`config.mk`:
```
export PLATFORM = sky130hd
export DESIGN_NAME = rv_irq_timer
export DESIGN_NICKNAME = d
export VERILOG_FILES = /design/src/rtl/rv_irq_timer_pkg.sv /design/src/rtl/rv_irq_timer_ch.sv /design/src/rtl/rv_irq_timer.sv
export SDC_FILE = /design/constraint.sdc
export NUM_CORES = 1
export LEC_CHECK = 0
export ABC_CLOCK_PERIOD_IN_PS = 3830
export BUFFER_PORTS_ARGS = -buffer_cell sky130_fd_sc_hd__buf_2
export CAP_MARGIN = 20
export CELL_PAD_IN_SITES_DETAIL_PLACEMENT = 1
export CELL_PAD_IN_SITES_GLOBAL_PLACEMENT = 2
export CORE_ASPECT_RATIO = 0.8
export CORE_UTILIZATION = 39
export DETAILED_ROUTE_END_ITERATION = 8
export PLACE_DENSITY = 0.8
export SETUP_SLACK_MARGIN = 0.15
export SKIP_LAST_GASP = 1
export SYNTH_ARGS = -nofsm -noshare
export SYNTH_HDL_FRONTEND = slang
export SYNTH_HIERARCHICAL = 1
export SYNTH_SLANG_ARGS = --single-unit
```
`constraint.sdc`:
```
create_clock -name clk -period 3.83 [get_ports clk]
set_input_delay 0.766 -clock clk [delete_from_list [all_inputs] [get_ports clk]]
set_output_delay 0.766 -clock clk [all_outputs]
set_load 0.02 [all_outputs]
```
`src/rtl/rv_irq_timer_pkg.sv`:
```
// ---------------------------------------------------------------------------
// rv_irq_timer_pkg
//
// Shared constants and helpers for the multi-channel interrupt timer.
//
// Contents:
//    TIMER_DEF_N_CH      default number of channels
//    TIMER_DEF_CNT_W     default counter/period width
//    TIMER_DEF_PERIOD    period loaded into every channel at reset; matches
//                        the 10_000-cycle interval of the old fixed counter
//    CFG_OFS_*           bit offsets of the fields inside the packed
//                        per-channel configuration word
//    ch_idx_w()          width of the channel-index port
//    cfg_w()             width of the packed configuration word
// ---------------------------------------------------------------------------
package rv_irq_timer_pkg;

   localparam int unsigned TIMER_DEF_N_CH   = 4;
   localparam int unsigned TIMER_DEF_CNT_W  = 24;
   localparam int unsigned TIMER_DEF_PERIOD = 10_000;

   // Layout of the configuration word handed from the top to each channel:
   // oneshot in bit 0, enable in bit 1, period in the bits above.
   localparam int unsigned CFG_OFS_ONESHOT = 0;
   localparam int unsigned CFG_OFS_EN      = 1;
   localparam int unsigned CFG_OFS_PERIOD  = 2;

   // Channel-index width. Forcing the low bit keeps the index at least one
   // bit wide for a single-channel build and, for the default four channels,
   // leaves room to present an out-of-range index that must be ignored.
   function automatic int unsigned ch_idx_w(input int unsigned n_ch);
      int unsigned w;
      w = $clog2(n_ch);
      return w | 1;
   endfunction

   // Total width of the packed configuration word for a given counter width.
   function automatic int unsigned cfg_w(input int unsigned cnt_w);
      return cnt_w + CFG_OFS_PERIOD;
   endfunction

endpackage

```
`src/rtl/rv_irq_timer_ch.sv`:
```
// ---------------------------------------------------------------------------
// rv_irq_timer_ch
//
// One timer channel. Counts clk cycles up to a programmable period and,
// on expiry, raises a one-cycle tick together with a sticky pending flag.
// In one-shot mode the channel disables itself on its first expiry.
//
// Parameters:
//    CNT_W        counter/period width
//    DEF_PERIOD   period loaded at reset
//    RST_EN       enable state at reset (periodic mode)
//
// Ports:
//    clk          clock
//    rst          synchronous reset, active-high
//    cfg_we       write strobe for this channel (already decoded)
//    cfg_word     packed {period, en, oneshot}; see CFG_OFS_* in the package
//    ack          pending clear, level-sensitive
//    tick         one-cycle pulse, high the cycle after the count expires
//    pend         sticky pending flag
// ---------------------------------------------------------------------------
module rv_irq_timer_ch
   import rv_irq_timer_pkg::*;
#(
   parameter int unsigned      CNT_W      = TIMER_DEF_CNT_W,
   parameter logic [CNT_W-1:0] DEF_PERIOD = CNT_W'(TIMER_DEF_PERIOD),
   parameter logic             RST_EN     = 1'b1
) (
   input  logic                    clk,
   input  logic                    rst,
   input  logic                    cfg_we,
   input  logic [cfg_w(CNT_W)-1:0] cfg_word,
   input  logic                    ack,
   output logic                    tick,
   output logic                    pend
);

   logic [CNT_W-1:0] count;
   logic [CNT_W-1:0] period;
   logic             en;
   logic             oneshot;

   logic [CNT_W-1:0] last_count;
   logic             active;
   logic             expire;

   logic [CNT_W-1:0] new_period;
   logic             new_en;
   logic             new_oneshot;

   // Unpack the configuration word into its fields.
   assign new_period  = cfg_word[CFG_OFS_PERIOD +: CNT_W];
   assign new_en      = cfg_word[CFG_OFS_EN];
   assign new_oneshot = cfg_word[CFG_OFS_ONESHOT];

   // The channel only runs when enabled with a non-zero period. Expiry is an
   // equality compare against period-1, so the counter never runs past the
   // period and the modulo arithmetic never has to wrap. A configuration
   // write in the expiry cycle takes priority and suppresses the tick.
   always_comb begin
      last_count = period - 1'b1;
      active     = en && (period != '0);
      expire     = active && (count == last_count) && !cfg_we;
   end

   // Counter and configuration registers. A write reloads the whole channel
   // configuration and restarts the count from zero. On expiry the count
   // returns to zero; a one-shot channel also drops its enable, so it sits
   // at zero until reprogrammed.
   always_ff @(posedge clk) begin
      if (rst) begin
         count   <= '0;
         period  <= DEF_PERIOD;
         en      <= RST_EN;
         oneshot <= 1'b0;
      end else if (cfg_we) begin
         count   <= '0;
         period  <= new_period;
         en      <= new_en;
         oneshot <= new_oneshot;
      end else if (expire) begin
         count <= '0;
         if (oneshot) begin
            en <= 1'b0;
         end
      end else if (active) begin
         count <= count + 1'b1;
      end
   end

   // Tick and pending flag. Both are set on the same edge, so pend rises
   // together with tick. ack clears pend, but a fresh expiry in the same
   // cycle wins so an interrupt is never lost. A config write leaves pend
   // alone.
   always_ff @(posedge clk) begin
      if (rst) begin
         tick <= 1'b0;
         pend <= 1'b0;
      end else begin
         tick <= expire;
         pend <= (pend && !ack) || expire;
      end
   end

endmodule

```
`src/rtl/rv_irq_timer.sv`:
```
// ---------------------------------------------------------------------------
// rv_irq_timer
//
// Multi-channel periodic/one-shot interrupt timer for the rv_sopc system.
// Each channel counts clk cycles to its own period and emits a one-cycle
// tick plus a sticky pending bit; irq is the OR of all pending bits and
// feeds the core's interrupt input. Out of reset, channel 0 runs periodic
// at DEF_PERIOD, which reproduces the old fixed 10_000-cycle interrupt.
//
// Parameters:
//    N_CH         number of channels (1..16)
//    CNT_W        counter/period width
//    DEF_PERIOD   period loaded into every channel at reset
//    RST_EN       per-channel enable mask at reset
//
// Ports:
//    clk          clock, sole clock domain
//    rst          synchronous reset, active-high
//    cfg_we       config write strobe, one channel per cycle
//    cfg_ch       channel index for cfg_we; indices >= N_CH are ignored
//    cfg_period   period in cycles; 0 halts the channel
//    cfg_en       channel enable
//    cfg_oneshot  1 = one-shot, 0 = periodic
//    ack          per-channel pending clear, level
//    tick         per-channel one-cycle expiry pulse
//    pend         per-channel sticky pending flags
//    irq          OR of pend
// ---------------------------------------------------------------------------
module rv_irq_timer
   import rv_irq_timer_pkg::*;
#(
   parameter int unsigned      N_CH       = TIMER_DEF_N_CH,
   parameter int unsigned      CNT_W      = TIMER_DEF_CNT_W,
   parameter logic [CNT_W-1:0] DEF_PERIOD = CNT_W'(TIMER_DEF_PERIOD),
   parameter logic [N_CH-1:0]  RST_EN     = N_CH'(1)
) (
   input  logic                      clk,
   input  logic                      rst,
   input  logic                      cfg_we,
   input  logic [ch_idx_w(N_CH)-1:0] cfg_ch,
   input  logic [CNT_W-1:0]          cfg_period,
   input  logic                      cfg_en,
   input  logic                      cfg_oneshot,
   input  logic [N_CH-1:0]           ack,
   output logic [N_CH-1:0]           tick,
   output logic [N_CH-1:0]           pend,
   output logic                      irq
);

   localparam int unsigned CH_IDX_W = ch_idx_w(N_CH);
   localparam int unsigned CFG_W    = cfg_w(CNT_W);

   logic [CFG_W-1:0] cfg_word;
   logic [N_CH-1:0]  ch_we;

   // Pack the write data once; every channel sees the same word and only
   // the addressed one latches it.
   always_comb begin
      cfg_word = '0;
      cfg_word[CFG_OFS_PERIOD +: CNT_W] = cfg_period;
      cfg_word[CFG_OFS_EN]              = cfg_en;
      cfg_word[CFG_OFS_ONESHOT]         = cfg_oneshot;
   end

   // Decode the channel index into one-hot write enables. The compare is on
   // the full index width, so an index at or beyond N_CH matches no channel
   // and the write simply has no effect.
   always_comb begin
      ch_we = '0;
      for (int i = 0; i < int'(N_CH); i++) begin
         ch_we[i] = cfg_we && (cfg_ch == CH_IDX_W'(i));
      end
   end

   // One independent channel per index.
   for (genvar i = 0; i < int'(N_CH); i++) begin : g_ch
      rv_irq_timer_ch #(
         .CNT_W      (CNT_W),
         .DEF_PERIOD (DEF_PERIOD),
         .RST_EN     (RST_EN[i])
      ) u_ch (
         .clk      (clk),
         .rst      (rst),
         .cfg_we   (ch_we[i]),
         .cfg_word (cfg_word),
         .ack      (ack[i]),
         .tick     (tick[i]),
         .pend     (pend[i])
      );
   end

   // The interrupt follows the registered pending flags directly, with no
   // extra pipeline stage, and stays high until every flag is acknowledged.
   assign irq = |pend;

endmodule

```
==> flow_summary_export.csv <==
group,metric,value,unit
grt,grt.total_usage,0.234,
clocking,cts_tree,"done",
sta,period_minus_slack,3.24,ns
worst_setup_path,setup.worst_path.start_class,"register",
min_path,timing.hold.worst_endpoint,"g_ch[0].u_ch/pend",
min_path,worstHoldStart,"ack[0]",
sta,worstMarginPinSlew,0.831,ns
finish,layout_area_growth_over_synthesis,11.2,%
grt,first_pass_grt_wire_length,59100,um
routing,drtPass1Iterations,5,
yosys,synth.ff_latch_count,208,
sta,final_hold_viol_count,0,
yosys,post_synth_instance_area,12200,um^2
power,switching_power_total,1.23,mW
yosys,sequential_to_total_area_share_from_yosys_stat,0.340,
grt,grt_pass1_vias,10405,
clocking,worst_setup_hold_path_clk_slew,0.07,ns
worst_setup_path,reg2regPathDepth,10,
routing,drt_iter0_drc,516,
yosys,post_synth_top_area_share,0.340,
placement,numPortBuffers,44,
clocking,cts.path.max_buffers,3,
sta,totalNegativeSetupSlack,0,ns
yosys,edff_count_synth,0,
finish,num-nets-final,1497,
finish,postLayoutCoreUtil,0.445,
sta,whs,0.512,ns
routing,post_drt_via_cell_ratio,5.52,
clocking,cts_resized,0,
clocking,clockRootBuffer,"clkbuf_16",
yosys,yosys_warnings,6,
worst_setup_path,critical_path_peak_fanout,19,
sta,final-setup-viol-count,0,
placement,dpl-instance-area,12800,um^2
power,comb_power_share,0.079,
worst_setup_path,worst-endpoint-arrival,3.67,ns
flow_run,max_cap_violations,0,
clocking,h-tree-depth,1,
finish,post_route_cells_drive_above_1_share,0.102,
power,cellInternalPower,3.81,mW
clocking,numClockSinks,208,
power,switching_share,0.245,
floorplan,die-width,200,um
power,cellPowerDensity,370,nW/um^2
sta,skew,0.0203,ns
power,power,5.04,mW
clocking,post-cts-setup-buffers,0,
power,seqPwrFrac,0.451,
power,p_leak,4.82,nW
yosys,synthDistinctLibCells,81,
power,ir_worst_vdd,0.288,mV
worst_setup_path,worstReg2RegStart,"g_ch[1].u_ch/period[1]",
floorplan,placeableCoreArea,30600,um^2
worst_setup_path,r2r_setup_slk,0.59,ns
yosys,synth.net_count,1476,
worst_setup_path,critical_path.reg2reg.endpoint,"g_ch[1].u_ch/count[9]",
routing,drtAntennaViolNets,0,
finish,num_antenna_cells,0,
worst_setup_path,worst-setup-path-type,"register to register",
floorplan,die-height,160,um
placement,gp_congestion,0.860,
worst_setup_path,worst_ep_required_time,4.25,ns
worst_setup_path,critPathCaptureType,"register",
min_path,holdCritPathClass,"primary input to register",
sta,max_clock_freq,308,MHz
power,clock_power_share,0.470,
yosys,synth_flop_cell,"dfxtp_1",
clocking,cts.hold.buffers_added,0,
yosys,synth_area_leader,"dfxtp_1",
grt,grt_max_degree,48,
clocking,worstSkewPairLatency,0.54,ns
yosys,synth_area_per_cell,8.57,um^2
routing,drt-total-wl,36700,um
sta,slew_violations,0,
sta,rsz0062_at_grt,"false",
floorplan,start_util,0.400,
routing,via_count,10369,
clocking,cts-buffers-inserted,23,
floorplan,site_rows,57,
yosys,syn_inst,1428,
grt,global_route.overflow_total,0,
routing,drcViolationCount,0,
grt,grt_antenna_before_repair,0,
finish,final_design_area_no_fill,13600,um^2
min_path,holdPathStages,4,
yosys,ys_top_cells_by_area,"dfxtp_1 (34%), mux2i_1 (8.0%), nor2_1 (8.0%)",
yosys,asyncSetResetFlopFracSynth,0,
floorplan,io_pins,45,
placement,place_hpwl,28100,um
floorplan,die_outline_area,32100,um^2
routing,wire_per_inst,19.6,um
sta,post-route-period-util,0.847,
outcome,run_status,"complete, no violations",
sta,slew_headroom,0.441,
==> cell usage after synthesis (4+ instances only) <==
cell type,instances
a211o_1,18
a21boi_0,5
a21oi_1,22
a31oi_1,7
and2_1,9
and3_1,28
and4_1,13
buf_1,10
buf_2,11
buf_6,11
clkbuf_1,30
dfxtp_1,208
ha_1,12
inv_1,36
mux2i_1,98
nand2_1,81
nand2b_1,6
nand3_1,61
nand3b_1,8
nand4_1,33
nand4b_1,4
nor2_1,261
nor2b_1,13
nor3_1,27
nor3_2,4
nor3b_1,4
nor4_1,35
nor4_2,4
nor4_4,5
nor4b_1,9
o2111ai_1,8
o211ai_1,7
o21a_1,6
o21ai_0,21
o311ai_0,5
o31a_1,8
or2_2,5
or3_1,7
or4_1,11
xnor2_1,105
xor2_1,104
==> through the flow <==
step	instances	setup WS (ns)
floorplan	1428	1.01
global placement	1837	0.659
detailed placement	1837	0.599
CTS	1878	0.588
global route	1878	0.303
finish	1878	0.588
==> power groups by stage <==
stage          clock [mW]  sequential (mW)  combinational, mW
2_1_floorplan           0             2.29              0.281
3_3_place_gp            0             2.32              0.389
3_5_place_dp            0             2.32              0.394
4_1_cts              2.43             2.27              0.397
5_1_grt              2.52             2.28              0.438
6_report             2.37             2.27              0.397
==> layout by cell type, fill, tap and decap left out, types with 5 or more instances in the layout <==
cell type and count:
o21a_1 6, a211o_1 18, o31a_1 8, o2111ai_1 8
nor4b_1 8, nand4_1 33, or3_1 7, a21boi_0 5
nor4_4 5, nand3_1 61, nor4_1 35, a21oi_1 22
nand2b_1 6, buf_4 15, or4_1 11, nand3b_1 8
clkbuf_16 23, clkbuf_1 6, o21ai_0 21, nand2_1 81
and4_1 13, o211ai_1 7, mux2i_1 98, nor2_1 261
nor3_1 27, a31oi_1 7, inv_1 36, and3_1 28
xnor2_1 105, nor2b_1 13, xor2_1 104, and2_1 9
dfxtp_1 208, or2_2 5, o311ai_0 5, ha_1 12
buf_2 43
==> flip-flops by register name (all words and copies together), names as in the netlist <==
name,cells
g_ch.u_ch/tick,4
g_ch.u_ch/count,96
g_ch.u_ch/period,96
g_ch.u_ch/pend,4
g_ch.u_ch/en,4
g_ch.u_ch/oneshot,4
==> how the worst max path moves through the flow <==
stage,to,cells past startpoint,slack [ns],from
after floorplan,g_ch[1].u_ch/count[13],11,1.01,g_ch[1].u_ch/period[0]
after global routing,g_ch[2].u_ch/count[23],10,0.30,g_ch[2].u_ch/period[0]
after CTS,g_ch[2].u_ch/count[6],10,0.59,g_ch[2].u_ch/period[0]
after detailed placement,g_ch[2].u_ch/count[6],10,0.60,g_ch[2].u_ch/period[0]
final,g_ch[1].u_ch/count[9],10,0.59,g_ch[1].u_ch/period[1]
after global placement,g_ch[2].u_ch/count[1],10,0.66,g_ch[2].u_ch/period[0]
==> routing by layer <==
| layer | GRT usage | routed length [um] | up-vias |
|---|---|---|---|
| met5 | 0 | 0 | - |
| met4 | 0.0559 | 904 | 0 |
| met3 | 0.0353 | 1720 | 39 |
| met2 | 0.350 | 15400 | 193 |
| met1 | 0.349 | 18700 | 5054 |
| li1 | - | - | 5083 |
==> worst max-delay path: stages (launching register included) <==
cell and delay (ns):
dfxtp_1 0.36, inv_1 0.09, ha_1 0.26, nor3b_2 0.42
nand3_1 0.19, or4b_1 0.51, a41oi_1 0.29, o2111ai_1 0.24
o31ai_4 0.48, buf_12 0.21, nor2_1 0.06
==> layout make-up <==
type                            instances  area [um^2]
Fill cell                            3570        17000
Tap cell                              413          517
Inverter                               36          135
Clock inverter                          8          140
Sequential cell                       208         4160
Multi-Input combinational cell       1120         7640
Timing Repair Buffer                   60          368
Clock buffer                           33          653
==> cell families after synthesis <==
| kind of cell | after synthesis | synth area share |
|---|---|---|
| simple gates | 657 | 0.287 |
| flops | 208 | 0.340 |
| mux | 98 | 0.0801 |
| compound gates | 144 | 0.0920 |
| xor+xnor | 209 | 0.150 |
| buf+inv | 100 | 0.0387 |
| fa+ha+maj | 12 | 0.0123 |
No activity file was read; power rests on OpenSTA's default activity.
